**src/rtl/bin_to_bcd_seq.sv**
```systemverilog
// Sequential binary-to-BCD converter (shift-and-add-3, one bit per clock).
// Start/Busy/Done handshake. The result is held until the next conversion
// completes.
// Optional leading-zero blank mask: define LEADING_ZERO_BLANK_EN.
// Without that macro, Blank is tied to zero and no blank logic is built.
module bin_to_bcd_seq #(
  parameter int WIDTH  = 8,
  parameter int DIGITS = 3
) (
  input  logic                  Clock,
  input  logic                  Resetn,
  input  logic                  Start,
  input  logic [WIDTH-1:0]      Bin,
  output logic                  Busy,
  output logic                  Done,
  output logic [4*DIGITS-1:0]   BCD,
  output logic                  Overflow,
  output logic [DIGITS-1:0]     Blank
);

  localparam int BW = 4 * DIGITS;
  localparam int CW = $clog2(WIDTH + 1);

  typedef enum logic [1:0] {IDLE, SHIFT, DONE} state_t;

  state_t          state, state_nxt;
  logic [BW-1:0]   scr;
  logic [WIDTH-1:0] shr;
  logic [CW-1:0]   cnt;
  logic            ovf_sticky;

  logic [BW-1:0]   adj;
  logic [BW-1:0]   scr_nxt;
  logic            out_bit;
  logic            last;

  // Add 3 to every digit that is 5 or more, so the following shift carries correctly.
  function automatic logic [BW-1:0] add3(input logic [BW-1:0] s);
    logic [BW-1:0] r;
    r = s;
    for (int i = 0; i < DIGITS; i++) begin
      if (s[4*i +: 4] >= 4'd5) r[4*i +: 4] = s[4*i +: 4] + 4'd3;
    end
    return r;
  endfunction

  // Next scratch value: adjust, then shift in the top bit of the binary operand.
  always_comb begin
    adj     = add3(scr);
    out_bit = adj[BW-1];
    scr_nxt = {adj[BW-2:0], shr[WIDTH-1]};
    last    = (cnt == CW'(1));
  end

  // State register.
  always_ff @(posedge Clock or negedge Resetn) begin
    if (!Resetn) state <= IDLE;
    else         state <= state_nxt;
  end

  // Next-state logic. Start is only looked at in IDLE.
  always_comb begin
    state_nxt = state;
    case (state)
      IDLE:    if (Start) state_nxt = SHIFT;
      SHIFT:   if (last)  state_nxt = DONE;
      DONE:    state_nxt = IDLE;
      default: state_nxt = IDLE;
    endcase
  end

  // Handshake outputs decoded from the state.
  always_comb begin
    Busy = (state == SHIFT);
    Done = (state == DONE);
  end

  // Datapath: capture on accept, iterate in SHIFT, and publish on the last shift.
  // A reset clears the held result, so an aborted conversion leaves zeros.
  always_ff @(posedge Clock or negedge Resetn) begin
    if (!Resetn) begin
      shr        <= '0;
      scr        <= '0;
      cnt        <= '0;
      ovf_sticky <= 1'b0;
      BCD        <= '0;
      Overflow   <= 1'b0;
    end else begin
      case (state)
        IDLE: begin
          if (Start) begin
            shr        <= Bin;
            scr        <= '0;
            cnt        <= CW'(WIDTH);
            ovf_sticky <= 1'b0;
          end
        end
        SHIFT: begin
          scr        <= scr_nxt;
          shr        <= {shr[WIDTH-2:0], 1'b0};
          cnt        <= cnt - CW'(1);
          ovf_sticky <= ovf_sticky | out_bit;
          if (last) begin
            BCD      <= scr_nxt;
            Overflow <= ovf_sticky | out_bit;
          end
        end
        default: ;
      endcase
    end
  end

`ifdef LEADING_ZERO_BLANK_EN
  // A digit above the units is blanked when it and every higher digit are zero.
  function automatic logic [DIGITS-1:0] blank_mask(input logic [BW-1:0] s);
    logic [DIGITS-1:0] m;
    logic              z;
    m = '0;
    z = 1'b1;
    for (int i = DIGITS - 1; i >= 1; i--) begin
      z    = z & (s[4*i +: 4] == 4'd0);
      m[i] = z;
    end
    return m;
  endfunction

  // The blank mask is loaded together with the BCD result.
  always_ff @(posedge Clock or negedge Resetn) begin
    if (!Resetn)                  Blank <= '0;
    else if (state == SHIFT && last) Blank <= blank_mask(scr_nxt);
  end
`else
  assign Blank = '0;
`endif

endmodule

```
**config.mk**
```make
export PLATFORM = sky130hd
export DESIGN_NAME = bin_to_bcd_seq
export DESIGN_NICKNAME = d
export VERILOG_FILES = /design/src/rtl/bin_to_bcd_seq.sv
export SDC_FILE = /design/constraint.sdc
export NUM_CORES = 1
export LEC_CHECK = 0
export CAP_MARGIN = 10
export CORE_ASPECT_RATIO = 2
export CORE_MARGIN = 5
export CORE_UTILIZATION = 58
export CTS_CLUSTER_DIAMETER = 100
export CTS_CLUSTER_SIZE = 16
export DETAILED_ROUTE_END_ITERATION = 12
export GPL_ROUTABILITY_DRIVEN = 0
export MAX_ROUTING_LAYER = met4
export PLACE_DENSITY = 0.87
export RECOVER_POWER = 100
export SYNTH_ARGS = -nofsm -noshare
export SYNTH_HDL_FRONTEND = slang
export SYNTH_SLANG_ARGS = --single-unit
```
**constraint.sdc**
```tcl
create_clock -name Clock -period 3.7 [get_ports Clock]
set_input_delay 0.925 -clock Clock [delete_from_list [all_inputs] [get_ports Clock]]
set_output_delay 0.925 -clock Clock [all_outputs]
set_load 0.005 [all_outputs]
```
Word level (Yosys, flattened, before mapping)
Cells that the tools add are included.
{ "word_totals": {"reg_bits": 40, "latch_bits": 0, "ram_bits": 0, "mem_bits_ro": 0, "out_inout_bits": 18, "word_cells": 39, "n_memories": 0} }
{ "classes": {"n_addsub": 4, "n_mul": 0, "div": 0, "n_lt_le_gt_ge": 3, "eq_ne": 5, "shifts": 0, "n_mux": 14, "bitwise": 1, "n_reduce_logical": 5} }
{ "op_table": {"columns": ["op", "n"], "rows": [
  ["$pmux W12 S2", 1],
  ["$mux W4", 4],
  ["$pmux W8 S2", 1],
  ["$add A4 B2 Y4 const B", 3],
  ["$ge A4 B3 Y1 const B", 3],
  ["$mux W12", 1],
  ["$mux W8", 1],
  ["$pmux W4 S2", 1],
  ["$reduce_and A2 Y1", 3],
  ["$eq A4 B1 Y1 const B", 1],
  ["$mux W2", 2],
  ["$pmux W2 S2", 1],
  ["$sub A4 B1 Y4 const B", 1],
  ["$eq A2 B1 Y1 const B", 1],
  ["$eq A2 B2 Y1 const B", 1],
  ["$logic_not A2 Y1", 1],
  ["$ne A2 B1 Y1 const B", 1],
  ["$ne A2 B2 Y1 const B", 1],
  ["$pmux W1 S2", 1],
  ["$reduce_bool A2 Y1", 1],
  ["$mux W1", 1],
  ["$or A1 B1 Y1", 1]
]} }

Depth between registers and ports, before layout
{ "depth": {"ltp_word": 4, "ltp_mapped": 7, "depth_no_buf": 7} }

Worst setup path after synthesis
OpenSTA, ideal clock, no wires.
{ "synth_path": {"path_kind": "register -> output", "start": "register state[0]", "end": "output Done", "arrival_ns": 0.846, "required_time_ns": 2.775, "path_slack_ns": 1.929, "path_stages_with_launch": 4, "path_buffers": 2, "cell_sequence": "dfrtp_1 > buf_4 > buf_4 > nor2b_1"} }
{ "synth_between": {"elab_chain_cells": 1} }
{ "synth_lines": {"columns": ["element", "line", "rtl"], "rows": [
  ["start: declaration", "26", "state_t state, state_nxt;"],
  ["start signal: assignment", "58", "else state <= state_nxt;"],
  ["$eq A2 B2 Y1", "75", "Done = (state == DONE);"],
  ["end: declaration", "15", "output logic Done,"]
]} }
Every way passes these cells.

Final worst setup path
{ "layout_path": {"start": "register state[1]", "end": "output Busy"} }
{ "layout_between": {"elab_chain_cells": 1} }
{ "layout_lines": {"columns": ["element", "line", "rtl"], "rows": [
  ["$eq A2 B1 Y1", "74", "Busy = (state == SHIFT);"],
  ["end: declaration", "14", "output logic Busy,"]
]} }
Every way passes these cells.

==> key figures <==
Run status
  – Failing checks: max-capacitance violations, max-slew violations
  – Status: finished, violations left

Floorplanning
  – Die area: 0.00478 sq mm
  – Width of the die: between 50 and 60 um
  – Starting Density: 59.0%
  – Top-level I/O count: 29
  – FP Rows: 30
  – Die Y: slightly above 90 um
  – Core Box Area: 0.00338 sq mm

Logic synthesis
  – Ys flop type: dfrtp_1
  – Cells after Synth: roughly 210
  – Yosys cell types: 31
  – Async set or reset register ratio after synthesis: 100%
  – Syn_area_per_cell: a little under 10 sq um
  – EDFF count, synth: 0
  – #FFs+latches synth: 40
  – Post-Synthesis Cell Area: roughly 0.002 sq mm
  – Sequential share of the synthesized area: between 50 and 60%
  – YS warnings: 0

Finish
  – Inserted Diodes: 0
  – Area delta synth->final: 13.8%
  – Layout cell share with drive strength beyond 1: between 7 and 8%
  – Commonest non-fill, non-tap cell in the layout: dfrtp_1
  – Design area: around 0.0023 sq mm
  – Commonest non-fill, non-tap cells in the layout: dfrtp_1, o21ai_0, nand2_1
  – Net count, final: around 250
  – Core Util, Final: 67.2%
  – Layout fillers: between 200 and 300

Timing
  – Final setup viols: 0
  – Least-Margin Pin Slew: 2.12 ns
  – Unrepaired setup endpoints after global routing: false
  – Clock Skew: between 0.003 and 0.004 ns
  – Maximum clock rate: between 300 and 400 MHz
  – Fin Hold WS: 0.471 ns
  – Fin. Hold Viols: 0
  – Final setup TNS: 0 ns
  – Fin. max-slew vios: 41
  – Crit share post-route: between 80% and 90%
  – Slew margin rel.: -41.4%
  – Final Critical Period: 2.99 ns

Power and ir drop
  – Max IR drop VDD: 496 uV
  – Part of the power in registers: between 40% and 50%
  – Combinational share of power: 42.1%
  – Switching Share: 38.2%
  – Power share of the clock group: between 15 and 20%
  – LEAKAGE: between 0.9 and 1 nW
  – Int Pwr: between 1 and 1.5 mW
  – Sw Pwr: around 700 uW
  – Total power per unit cell area: just over 800 mW/mm^2

Critical path
  – Cells on worst reg2reg path: 6
  – Req. time, crit path: between 2 and 3 ns
  – Crit end category: output port
  – Cell Chain, Critical Path: nand2b_1 > inv_6 > dlygate4sd3_1
  – R2R Setup Slk: about 1.1 ns
  – Slowest stage delay, CP: approximately 0.61 ns
  – Max stage delay cell, worst path: nand2b_1
  – CP max FO: 19
  – Critical Path Start: state[1]
  – Worst R2R Start: state[1]
  – Crit path launch type: flop
  – Setup CP Type: flop to output port
  – Critical path arrival: around 2.1 ns
  – Reg-to-reg endpoint: BCD[3]

Clock tree
  – Clock Sinks: 40
  – CTS Hold Bufs: 0
  – Reg clk slew, reported paths: ~0.07 ns
  – Clk_lat worst skew: 0.29 ns
  – Postcts setup bufs: 0
  – CTS Buffer Depth: 2
  – Total CTS buffers: 5
  – Total number of H-tree levels: 2
  – CTS Root Cell: clkbuf_8
  – CTS resizes: 0
  – CTS tree: built

Placement
  – Final HPWL DP: approximately 2800 um
  – Placed inst area: between 0.002 and 0.0025 sq mm
  – IO buf count: 25

Global route
  – Vias in the first global route: ~1.5k
  – Total grt overflow: 0
  – Antenna violations before repair: 0
  – First-pass GRT wire length: roughly 6800 um
  – GRT Total Usage: slightly below 20%
  – Largest net degree at the start of global routing: 41

Route
  – Post-Route WL: around 3800 um
  – DRC: 0
  – Detailed Route Iter0 Violations: 29
  – DR WL/cell: approximately 14 um
  – DR vias/cell: just under 6
  – Number of nets with antenna violations after routing: 0
  – Via count: around 1.5k
  – Pre-antenna DRT Iters: 4

Job
  – Max cap viols: 1

Worst hold path
  – Hold Path Class: flop to flop
  – WHS Endpoint: BCD[5]
  – Hold path startpoint: BCD[5]
  – Hold Crit Depth: 2
## flip-flops by register name, summed over array words and instances, names as in the netlist
name	flops
scr	12
state	2
BCD	12
Overflow	1
shr	8
cnt	4
ovf_sticky	1
## per-layer routing
| layer | vias up | GRT usage [%] | wire (um) |
|---|---|---|---|
| met5 | - | - | 0 |
| met4 | 0 | 10.3 | 107 |
| met3 | 10 | 4.03 | 141 |
| met2 | 37 | 33.2 | 2080 |
| met1 | 724 | 20.9 | 1440 |
| li1 | 739 | - | - |
## worst max path at each step
| stage | to | slack, ns |
|---|---|---|
| 3_5_place_dp | Busy | 1.39 |
| 3_3_place_gp | Busy | 1.41 |
| 2_1_floorplan | Done | 1.93 |
| 5_1_grt | Busy | 0.54 |
| 4_1_cts | Busy | 1.07 |
| 6_report | Busy | 0.71 |
## cell usage after synthesis, types with 4 or more instances
| library cell | count | share of area (%) |
|---|---|---|
| a21oi_1 | 16 | 4.0 |
| nor3_1 | 4 | 1.0 |
| buf_4 | 6 | 2.3 |
| ha_1 | 8 | 5.0 |
| nor3b_1 | 10 | 3.8 |
| o21ai_0 | 38 | 9.5 |
| inv_1 | 9 | 1.7 |
| dfrtp_1 | 40 | 50 |
| nand2_1 | 34 | 6.4 |
| nor2_1 | 6 | 1.1 |
## cell families (layout without fill, tap and decap cells)
logic type	after synthesis	count (layout)	share of synthesized area (%)
DFF	40	40	50.2
and+or+nand+nor	66	66	17.4
xor gates and xnor gates	3	3	1.32
adders and majority gates	8	8	5.02
muxes	3	3	1.69
AOI/OAI and AO/OA	62	62	17.0
other	1	3	0.188
buffers and inverters	22	45	7.15
## final cells by class
type | count | area [sq um] | share of cell area (%)
well taps | 32 | 40.0 | 1.76
clock buffers | 8 | 90.1 | 3.97
flip-flops and latches | 40 | 1000 | 44.1
inverters | 11 | 47.5 | 2.09
multi-input cells | 145 | 843 | 37.2
repair buffers | 26 | 248 | 10.9
## power by group through the flow
stage	Combinational [mW]	Clock [mW]	Sequential, mW
6_report	0.777	0.291	0.778
5_1_grt	0.902	0.317	0.809
2_1_floorplan	0.588	0	0.751
3_5_place_dp	0.828	0	0.790
3_3_place_gp	0.791	0	0.777
4_1_cts	0.832	0.299	0.782
## metrics by stage
step	cells	power (mW)	setup slack [ns]
2_1_floorplan	207	1.34	1.93
3_3_place_gp	254	1.57	1.41
3_5_place_dp	254	1.62	1.39
4_1_cts	262	1.91	1.07
5_1_grt	262	2.03	0.542
6_report	262	1.85	0.713
## critical path, delay by kind of cell (launching register included)
family | cells | cell delay, ns
DFF | 1 | 0.53
and+or+nand+nor | 1 | 0.61
buffers and inverters | 2 | 0.64
(Power assumes the default switching activity.)
